$ cat src/rtl/alu_nbit_seq.sv
// WIDTH-bit sequential ALU: single-cycle logic/add/sub/shift, WIDTH-cycle shift-add multiply.
// Define ALU_DIV_EN to add the WIDTH-cycle restoring divider on op 111.
module alu_nbit_seq #(
  parameter int WIDTH = 8
) (
  input  logic                 clock,
  input  logic                 reset,
  input  logic                 start,
  input  logic [3+2*WIDTH-1:0] instr,
  output logic [2*WIDTH-1:0]   Y,
  output logic                 Cout,
  output logic                 overflow,
  output logic                 div_zero,
  output logic                 busy,
  output logic                 done
);

  localparam int SW = (WIDTH > 1) ? $clog2(WIDTH) : 1;
  localparam int CW = $clog2(WIDTH + 1);

  localparam logic [0:0] S_IDLE = 1'b0;
  localparam logic [0:0] S_RUN  = 1'b1;

  localparam logic [2:0] OP_ADD = 3'b000;
  localparam logic [2:0] OP_SUB = 3'b001;
  localparam logic [2:0] OP_AND = 3'b010;
  localparam logic [2:0] OP_OR  = 3'b011;
  localparam logic [2:0] OP_XOR = 3'b100;
  localparam logic [2:0] OP_SHL = 3'b101;
  localparam logic [2:0] OP_MUL = 3'b110;

  logic [2:0]       w_op;
  logic [WIDTH-1:0] w_a, w_b;
  assign {w_op, w_a, w_b} = instr;

  logic [0:0]         r_state;
  logic [CW-1:0]      r_cnt;
  logic [2*WIDTH-1:0] r_y;
  logic               r_cout, r_ovf, r_dz, r_done;

  // multiply datapath: accumulator, left-shifting multiplicand, right-shifting multiplier
  logic [2*WIDTH-1:0] r_acc, r_mcand;
  logic [WIDTH-1:0]   r_mplier;
  logic [2*WIDTH-1:0] w_acc_nxt;

  assign w_acc_nxt = r_mplier[0] ? (r_acc + r_mcand) : r_acc;

`ifdef ALU_DIV_EN
  logic               r_is_div;
  logic [WIDTH-1:0]   r_rem, r_quo, r_dvsr;
  logic [WIDTH:0]     w_rem_sh, w_rem_diff;
  logic               w_ge;
  logic [WIDTH-1:0]   w_rem_nxt, w_quo_nxt;

  // remainder stays below the divisor, so the W+1-bit difference sign tells restore vs. keep
  assign w_rem_sh   = {r_rem, r_quo[WIDTH-1]};
  assign w_rem_diff = w_rem_sh - {1'b0, r_dvsr};
  assign w_ge       = ~w_rem_diff[WIDTH];
  assign w_rem_nxt  = w_ge ? w_rem_diff[WIDTH-1:0] : w_rem_sh[WIDTH-1:0];
  assign w_quo_nxt  = {r_quo[WIDTH-2:0], w_ge};
`endif

  // single-cycle result path, plus the decision to enter RUN
  logic [2*WIDTH-1:0] w_y;
  logic               w_cout, w_ovf, w_dz, w_multi;
  logic [WIDTH:0]     w_sum, w_diff;
  logic [2*WIDTH-1:0] w_shl;

  assign w_sum  = {1'b0, w_a} + {1'b0, w_b};
  assign w_diff = {1'b0, w_a} - {1'b0, w_b};
  assign w_shl  = {{WIDTH{1'b0}}, w_a} << w_b[SW-1:0];

  always_comb begin
    w_y     = '0;
    w_cout  = 1'b0;
    w_ovf   = 1'b0;
    w_dz    = 1'b0;
    w_multi = 1'b0;
    case (w_op)
      OP_ADD: begin
        w_y[WIDTH-1:0] = w_sum[WIDTH-1:0];
        w_cout         = w_sum[WIDTH];
        w_ovf          = (w_a[WIDTH-1] == w_b[WIDTH-1]) && (w_sum[WIDTH-1] != w_a[WIDTH-1]);
      end
      OP_SUB: begin
        w_y[WIDTH-1:0] = w_diff[WIDTH-1:0];
        w_cout         = ~w_diff[WIDTH];
        w_ovf          = (w_a[WIDTH-1] != w_b[WIDTH-1]) && (w_diff[WIDTH-1] != w_a[WIDTH-1]);
      end
      OP_AND: w_y[WIDTH-1:0] = w_a & w_b;
      OP_OR:  w_y[WIDTH-1:0] = w_a | w_b;
      OP_XOR: w_y[WIDTH-1:0] = w_a ^ w_b;
      OP_SHL: begin
        w_y   = w_shl;
        w_ovf = |w_shl[2*WIDTH-1:WIDTH];
      end
      OP_MUL: w_multi = 1'b1;
      default: begin
`ifdef ALU_DIV_EN
        if (w_b == '0) begin
          w_y   = {w_a, {WIDTH{1'b1}}};
          w_ovf = 1'b1;
          w_dz  = 1'b1;
        end else begin
          w_multi = 1'b1;
        end
`else
        w_ovf = 1'b1;
`endif
      end
    endcase
  end

  always_ff @(posedge clock) begin
    if (reset) begin
      r_state  <= S_IDLE;
      r_cnt    <= '0;
      r_y      <= '0;
      r_cout   <= 1'b0;
      r_ovf    <= 1'b0;
      r_dz     <= 1'b0;
      r_done   <= 1'b0;
      r_acc    <= '0;
      r_mcand  <= '0;
      r_mplier <= '0;
`ifdef ALU_DIV_EN
      r_is_div <= 1'b0;
      r_rem    <= '0;
      r_quo    <= '0;
      r_dvsr   <= '0;
`endif
    end else begin
      r_done <= 1'b0;
      case (r_state)
        S_IDLE: begin
          if (start) begin
            if (w_multi) begin
              r_state  <= S_RUN;
              r_cnt    <= CW'(WIDTH);
              r_acc    <= '0;
              r_mcand  <= {{WIDTH{1'b0}}, w_a};
              r_mplier <= w_b;
`ifdef ALU_DIV_EN
              r_is_div <= (w_op != OP_MUL);
              r_rem    <= '0;
              r_quo    <= w_a;
              r_dvsr   <= w_b;
`endif
            end else begin
              r_y    <= w_y;
              r_cout <= w_cout;
              r_ovf  <= w_ovf;
              r_dz   <= w_dz;
              r_done <= 1'b1;
            end
          end
        end
        default: begin
          r_cnt    <= r_cnt - 1'b1;
          r_acc    <= w_acc_nxt;
          r_mcand  <= r_mcand << 1;
          r_mplier <= r_mplier >> 1;
`ifdef ALU_DIV_EN
          r_rem    <= w_rem_nxt;
          r_quo    <= w_quo_nxt;
`endif
          // last iteration: publish the freshly computed value directly
          if (r_cnt == CW'(1)) begin
            r_state <= S_IDLE;
            r_done  <= 1'b1;
            r_cout  <= 1'b0;
            r_dz    <= 1'b0;
`ifdef ALU_DIV_EN
            if (r_is_div) begin
              r_y   <= {w_rem_nxt, w_quo_nxt};
              r_ovf <= 1'b0;
            end else begin
              r_y   <= w_acc_nxt;
              r_ovf <= |w_acc_nxt[2*WIDTH-1:WIDTH];
            end
`else
            r_y   <= w_acc_nxt;
            r_ovf <= |w_acc_nxt[2*WIDTH-1:WIDTH];
`endif
          end
        end
      endcase
    end
  end

  assign Y        = r_y;
  assign Cout     = r_cout;
  assign overflow = r_ovf;
  assign div_zero = r_dz;
  assign busy     = (r_state == S_RUN);
  assign done     = r_done;

endmodule

$ cat config.mk
export PLATFORM = sky130hd
export DESIGN_NAME = alu_nbit_seq
export DESIGN_NICKNAME = d
export VERILOG_FILES = /design/src/rtl/alu_nbit_seq.sv
export SDC_FILE = /design/constraint.sdc
export NUM_CORES = 1
export LEC_CHECK = 0
export CAP_MARGIN = 20
export CORE_ASPECT_RATIO = 1.5
export CORE_MARGIN = 3
export CORE_UTILIZATION = 50
export CTS_CLUSTER_DIAMETER = 150
export DETAILED_ROUTE_END_ITERATION = 8
export PLACE_DENSITY = 0.71
export SKIP_LAST_GASP = 1
export SLEW_MARGIN = 0
export SYNTH_ARGS = -nofsm -noshare
export SYNTH_HDL_FRONTEND = slang
export SYNTH_SLANG_ARGS = --single-unit
$ cat constraint.sdc
create_clock -name clock -period 3.9 [get_ports clock]
set_clock_uncertainty 0.05 [all_clocks]
set_input_delay 0.585 -clock clock [delete_from_list [all_inputs] [get_ports clock]]
set_output_delay 0.585 -clock clock [all_outputs]
set_load 0.005 [all_outputs]
==> impl_metrics.env, run 1 <==
export IMPL_ctsHoldBuffers=0
export IMPL_hold_viol_final=0
export IMPL_routedWlPerCell_um=18.7
export IMPL_power_density_mw_per_mm2=326
export IMPL_vias_per_cell=6.06
export IMPL_cp_arrival_ns=3.57
export IMPL_internal_power_mw=1.38
export IMPL_ys_seq_area_share_pct=25.9
export IMPL_die_w_um=87.2
export IMPL_ant_nets=0
export IMPL_min_period_ns=3.43
export IMPL_crit_required_ns=4.03
export IMPL_power_frac_clock_pct=43.4
export IMPL_grt_pass1_vias=4680
export IMPL_dp_cells=791
export IMPL_port_buffer_count=41
export IMPL_place_ws_ns=0.175
export IMPL_cts_tree="built"
export IMPL_wl_um=15100
export IMPL_syn_area_per_cell_sq_um=7.50
export IMPL_post_cts_resized=0
export IMPL_drc=0
export IMPL_seq_power_share_pct=36.8
export IMPL_syn_nets=728
export IMPL_drt_iter0_markers=282
export IMPL_post_route_cells_drive_above_1_share_pct=8.50
export IMPL_power_leakage_nw=2.49
export IMPL_fmax_ghz=0.291
export IMPL_final_common_cell="nor2_1"
export IMPL_rsz0062_at_grt="no"
export IMPL_globalplace_congestion=0.920
export IMPL_cts_buffers=9
export IMPL_power_total_mw=1.89
export IMPL_hold_class="register to register"
export IMPL_slew_violations=0
export IMPL_swShare_pct=27.1
export IMPL_area_growth_pct=17.3
export IMPL_row_count=43
export IMPL_holdWs_ns=0.405
export IMPL_p_comb_share_pct=19.8
export IMPL_layout_cells_non_filler=806
export IMPL_clock_path_buffers=2
export IMPL_setup_viol=0
export IMPL_clk_pin_slew_ns=0.05
export IMPL_num_antenna_cells=0
export IMPL_setup_ws_ns=0.465
export IMPL_r2r_start="r_acc[0]"
export IMPL_fin_nets=759
export IMPL_start_kind="input pin"
export IMPL_crit_start="instr[1]"
export IMPL_critPathMaxFanout=3
export IMPL_grt_max_degree=65
export IMPL_status="finished, final reports clean"
export IMPL_cp_end_kind="register"
export IMPL_clock_sinks=64
export IMPL_fp_coreArea_sq_mm=0.00942
export IMPL_synth_main_ff_cell="dfxtp_1"
export IMPL_drt_pass1_iterations=5
export IMPL_dp_hpwl_um=11600
export IMPL_grt_use_total_pct=27.8
export IMPL_ys_seq_elements=64
export IMPL_grt_pass1_wl_um=24100
export IMPL_tns_ns=0
export IMPL_fp_dieH_um=128
export IMPL_grt_overflow=0
export IMPL_die_area_sq_mm=0.0111
export IMPL_ios=43
export IMPL_p_sw_mw=0.511
export IMPL_tightest_slew_ns=0.831
export IMPL_grt_antenna_before_repair=0
export IMPL_hp_start="r_mplier[1]"
export IMPL_post_route_period_util_pct=88.1
export IMPL_ys_async_sr_fraction_pct=0
export IMPL_vdd_drop_max_mv=0.457
export IMPL_via_count=4881
export IMPL_layout_common_cells="114 x nor2_1, 84 x a21oi_1, 63 x dfxtp_1"
export IMPL_synth_edff_count=0
export IMPL_initial_core_util_pct=52.5
export IMPL_post_cts_buffers=0
export IMPL_root_buffer="clkbuf_16"
export IMPL_maxCapViolCount=0
export IMPL_critPathKind="input pin to register"
export IMPL_synth_cell_types=64
export IMPL_clkLatencyLatePin_ns=0.33
export IMPL_cts_htree_levels=3
export IMPL_yosysWarnings=0
export IMPL_syn_inst=659
export IMPL_synth_area_sq_mm=0.00494
export IMPL_max_slew_margin_pct=44.5
[area by class of cell]
class                   count  area (sq um)
fillers                   889          3620
flip-flops and latches     64          1280
clock inverters             3          40.0
inverters                  34           128
repair buffers             60           561
clock buffers              12           267
multi-input cells         521          3380
well taps                 112           140
[final timing paths]
kind / endpoint / slack [ns] / depth (start not counted)
worst max register to register: overflow / 0.67 / 10
worst min-delay path: r_mplier[0] / 0.40 / 2
worst max-delay path: Y[7] / 0.47 / 11
worst min register to register: r_mplier[0] / 0.40 / 2
[worst max-delay path: stages]
cell and delay [ns]:
clkdlybuf4s50_1 0.48, clkinv_1 0.09, ha_1 0.35, a21o_1 0.19
a211o_1 0.34, a2111oi_0 0.58, nor2_1 0.16, a2111oi_0 0.42
a31oi_1 0.09, a22oi_1 0.20, a211oi_1 0.09
[per-stage QoR]
step,util (%),area [sq um]
2_1_floorplan,-,4940
3_3_place_gp,58.3,5490
3_5_place_dp,58.3,5490
4_1_cts,61.5,5790
5_1_grt,61.5,5790
6_report,61.5,5790
[sequential cells by signal (all words and copies together), names as in the netlist]
signal and count:
r_cnt 4, done 1, r_acc 16, busy 1, r_mcand 16, overflow 1
Cout 1, r_mplier 8, Y 16
[cells by family (layout without fill, tap and decap cells)]
group / count (synthesis) / count (layout) / share of synthesized area (%)
other: 1 / 1 / 0.0759
flip-flops: 64 / 64 / 25.9
AND/OR/NAND/NOR: 223 / 223 / 19.7
buffers and inverters: 74 / 109 / 5.72
XOR/XNOR: 18 / 18 / 3.19
adder cells (fa/ha/maj): 47 / 47 / 12.4
AO/OA/AOI/OAI: 204 / 204 / 26.8
multiplexers: 28 / 28 / 6.25
[per-layer routing]
layer / share of wire, % / GRT usage [%] / vias to the layer above
met2: 53 / 51.3 / 126
li1: - / - / 2403
met4: 3.7 / 11.7 / 0
met3: 3.6 / 3.92 / 35
met5: 0 / 0 / -
met1: 39 / 31.0 / 2317
[synth_stat cells (all sizes together) (2+ instances only)]
cell type | count | area share, %
nor2 | 114 | 8.7
a21oi | 86 | 8.9
dfxtp | 64 | 26
nand2 | 45 | 3.5
ha | 44 | 11
clkbuf | 34 | 2.6
inv | 33 | 2.5
o21ai | 25 | 2.5
mux2i | 17 | 3.4
nor3 | 15 | 1.5
xnor2 | 15 | 2.7
a21o | 13 | 2.0
and3 | 13 | 1.6
nand3 | 13 | 1.3
a211oi | 12 | 1.8
a22oi | 10 | 1.6
mux2 | 10 | 2.4
nand2b | 8 | 1.0
o211ai | 8 | 1.2
a311oi | 6 | 1.1
a31oi | 6 | 0.76
buf | 6 | 0.56
a221oi | 5 | 0.89
a2111oi | 4 | 0.71
nor2b | 4 | 0.51
fa | 3 | 1.2
o21a | 3 | 0.46
o221ai | 3 | 0.53
or2 | 3 | 0.38
xor2 | 3 | 0.53
a2111o | 2 | 0.46
a211o | 2 | 0.38
a31o | 2 | 0.35
a41oi | 2 | 0.51
and2 | 2 | 0.25
nand3b | 2 | 0.30
nor3b | 2 | 0.30
o21ba | 2 | 0.41
o21bai | 2 | 0.30
o22ai | 2 | 0.25
[power by group through the flow]
stage	Sequential, mW	Combinational (mW)	Clock, mW
2_1_floorplan	0.701	0.228	0
3_3_place_gp	0.706	0.366	0
3_5_place_dp	0.707	0.370	0
4_1_cts	0.694	0.372	0.832
5_1_grt	0.696	0.410	0.861
6_report	0.694	0.374	0.819
(Power assumes the default switching activity.)
==> run 2, diff against run 1 <==
Settings changed: GPL_ROUTABILITY_DRIVEN set to 0, PLACE_DENSITY 0.71 to 0.68.
==> run 2 against run 1 <==
  * Maximum frequency grew 1.8%
  * Sequential power hardly changed
  * Hold slack improved by 0.023 ns
  * Total power down 2.2%
  * Critical path type unchanged
  * Critical endpoint unchanged
==> impl_metrics.env, run 2 (synthesis gave the netlist of run 1 again) <==
export IMPL_hold_depth=2
export IMPL_initial_core_util_pct=52.5
export IMPL_cp_end_kind="register"
export IMPL_clk_pin_slew_ns=0.06
export IMPL_holdWs_ns=0.428
export IMPL_status="finished, final reports clean"
export IMPL_tightest_slew_ns=0.863
export IMPL_fin_nets=757
export IMPL_fp_dieH_um=128
export IMPL_hold_class="register to register"
export IMPL_tns_ns=0
export IMPL_reg2reg_depth=10
export IMPL_cp_arrival_ns=3.50
export IMPL_wl_um=14300
export IMPL_power_density_mw_per_mm2=321
export IMPL_setup_viol=0
export IMPL_num_antenna_cells=0
export IMPL_row_count=43
export IMPL_cts_htree_levels=3
export IMPL_slew_violations=0
export IMPL_power_leakage_nw=2.46
export IMPL_postLayoutCoreUtil_pct=61.1
export IMPL_dp_hpwl_um=10900
export IMPL_fmax_ghz=0.296
export IMPL_ios=43
export IMPL_fp_coreArea_sq_mm=0.00942
export IMPL_grt_pass1_vias=4739
export IMPL_routedWlPerCell_um=17.8
export IMPL_drt_pass1_iterations=5
export IMPL_grt_max_degree=65
export IMPL_ant_nets=0
export IMPL_place_area_sq_mm=0.00546
export IMPL_post_route_period_util_pct=86.5
export IMPL_hp_start="r_acc[9]"
export IMPL_post_cts_resized=0
export IMPL_hold_viol_final=0
export IMPL_ctsHoldBuffers=0
export IMPL_max_slew_margin_pct=42.4
export IMPL_rsz0062_at_grt="no"
export IMPL_r2r_start="r_acc[0]"
export IMPL_grt_overflow=0
export IMPL_min_to="r_acc[9]"
export IMPL_root_buffer="clkbuf_16"
export IMPL_area_growth_pct=16.4
export IMPL_power_total_mw=1.84
export IMPL_post_cts_buffers=0
export IMPL_critPathKind="input pin to register"
export IMPL_crit_path_frequent_cell="a2111oi_0"
export IMPL_clock_path_buffers=2
export IMPL_vdd_drop_max_mv=0.252
export IMPL_crit_required_ns=4.03
export IMPL_maxCapViolCount=0
export IMPL_cts_buffers=9
export IMPL_grt_use_total_pct=26.2
export IMPL_r2r_slack_ns=0.74
export IMPL_critPathMaxFanout=3
export IMPL_drt_iter0_markers=328
export IMPL_via_count=4879
export IMPL_die_w_um=87.2
export IMPL_clkLatencyLatePin_ns=0.32
export IMPL_post_route_cells_drive_above_1_share_pct=7.95
export IMPL_slowest_stage="a2111oi_0"
export IMPL_drc=0
export IMPL_cts_tree="built"
export IMPL_grt_pass1_wl_um=23400
export IMPL_grt_antenna_before_repair=0
export IMPL_clock_sinks=64
export IMPL_design_area_sq_mm=0.00575
export IMPL_final_common_cell="nor2_1"
export IMPL_min_period_ns=3.38
export IMPL_start_kind="input pin"
export IMPL_port_buffer_count=41
export IMPL_die_area_sq_mm=0.0111
export IMPL_r2r_end="overflow"
export IMPL_max_stage_delay_ns=0.54
export IMPL_vias_per_cell=6.07
export IMPL_crit_buf_inv=2
export IMPL_cpLargestDelayFamily="compound AO/OA/AOI/OAI gates"
export IMPL_layout_common_cells="114 x nor2_1, 84 x a21oi_1, 63 x dfxtp_1"
export IMPL_path_cells="clkdlybuf4s50_1 > clkinv_1 > ha_1 > a21o_1 > a211o_1 > a2111oi_0 > nor2_1 > a2111oi_0 > a31oi_1 > a22oi_1 > a211oi_1"
==> run 2: cell types whose count changed in the layout (fill, tap and decap cells not counted), sizes merged <==
cell,delta
clkinvlp,+1
buf,-2
clkinv,-1
==> run 2: per-stage QoR <==
step	setup WS (ns)	cells
after global placement	0.302	789
after global routing	0.299	804
after floorplan	0.611	659
final	0.525	804
after detailed placement	0.272	789
after CTS	0.592	804
==> run 2: power breakdown <==
group / leakage [nW] / internal [mW] / switching [mW]
clock: 0.139 / 0.507 / 0.278
combinational: 1.80 / 0.156 / 0.210
sequential: 0.520 / 0.676 / 0.0178
==> run 2: worst max path at each step <==
| stage | start | end | slack, ns | cells past startpoint |
|---|---|---|---|---|
| 2_1_floorplan | instr[1] | Y[7] | 0.61 | 11 |
| 3_3_place_gp | instr[1] | Y[7] | 0.30 | 11 |
| 3_5_place_dp | instr[1] | Y[7] | 0.27 | 11 |
| 4_1_cts | instr[1] | Y[7] | 0.59 | 11 |
| 5_1_grt | instr[1] | Y[7] | 0.30 | 11 |
| 6_report | instr[1] | Y[7] | 0.52 | 11 |
==> run 2: worst register-to-register path: stages (launching register included) <==
cell	delay [ns]
dfxtp_1	0.32
ha_1	0.22
fa_1	0.41
a21o_1	0.21
a22oi_2	0.21
a21oi_2	0.14
a21oi_2	0.21
o211ai_1	0.19
a2111o_1	0.37
or4_1	0.40
o41a_1	0.31
==> run 2: metal layers <==
metal  track usage (%)  up-vias  routed length (um)  share of wire (%)
li1                  -     2395                   -                  -
met1              31.0     2289                5910                 41
met2              46.5      156                7270                 51
met3              2.51       39                 533                3.7
met4              12.6        0                 587                4.1
met5                 0        -                   0                  0
==> run 2: layout make-up <==
type | count | area (sq um)
Clock buffer | 12 | 246
Fill cell | 869 | 3670
Multi-Input combinational cell | 521 | 3380
Inverter | 34 | 128
Timing Repair Buffer | 58 | 533
Tap cell | 112 | 140
Clock inverter | 3 | 42.5
Sequential cell | 64 | 1280
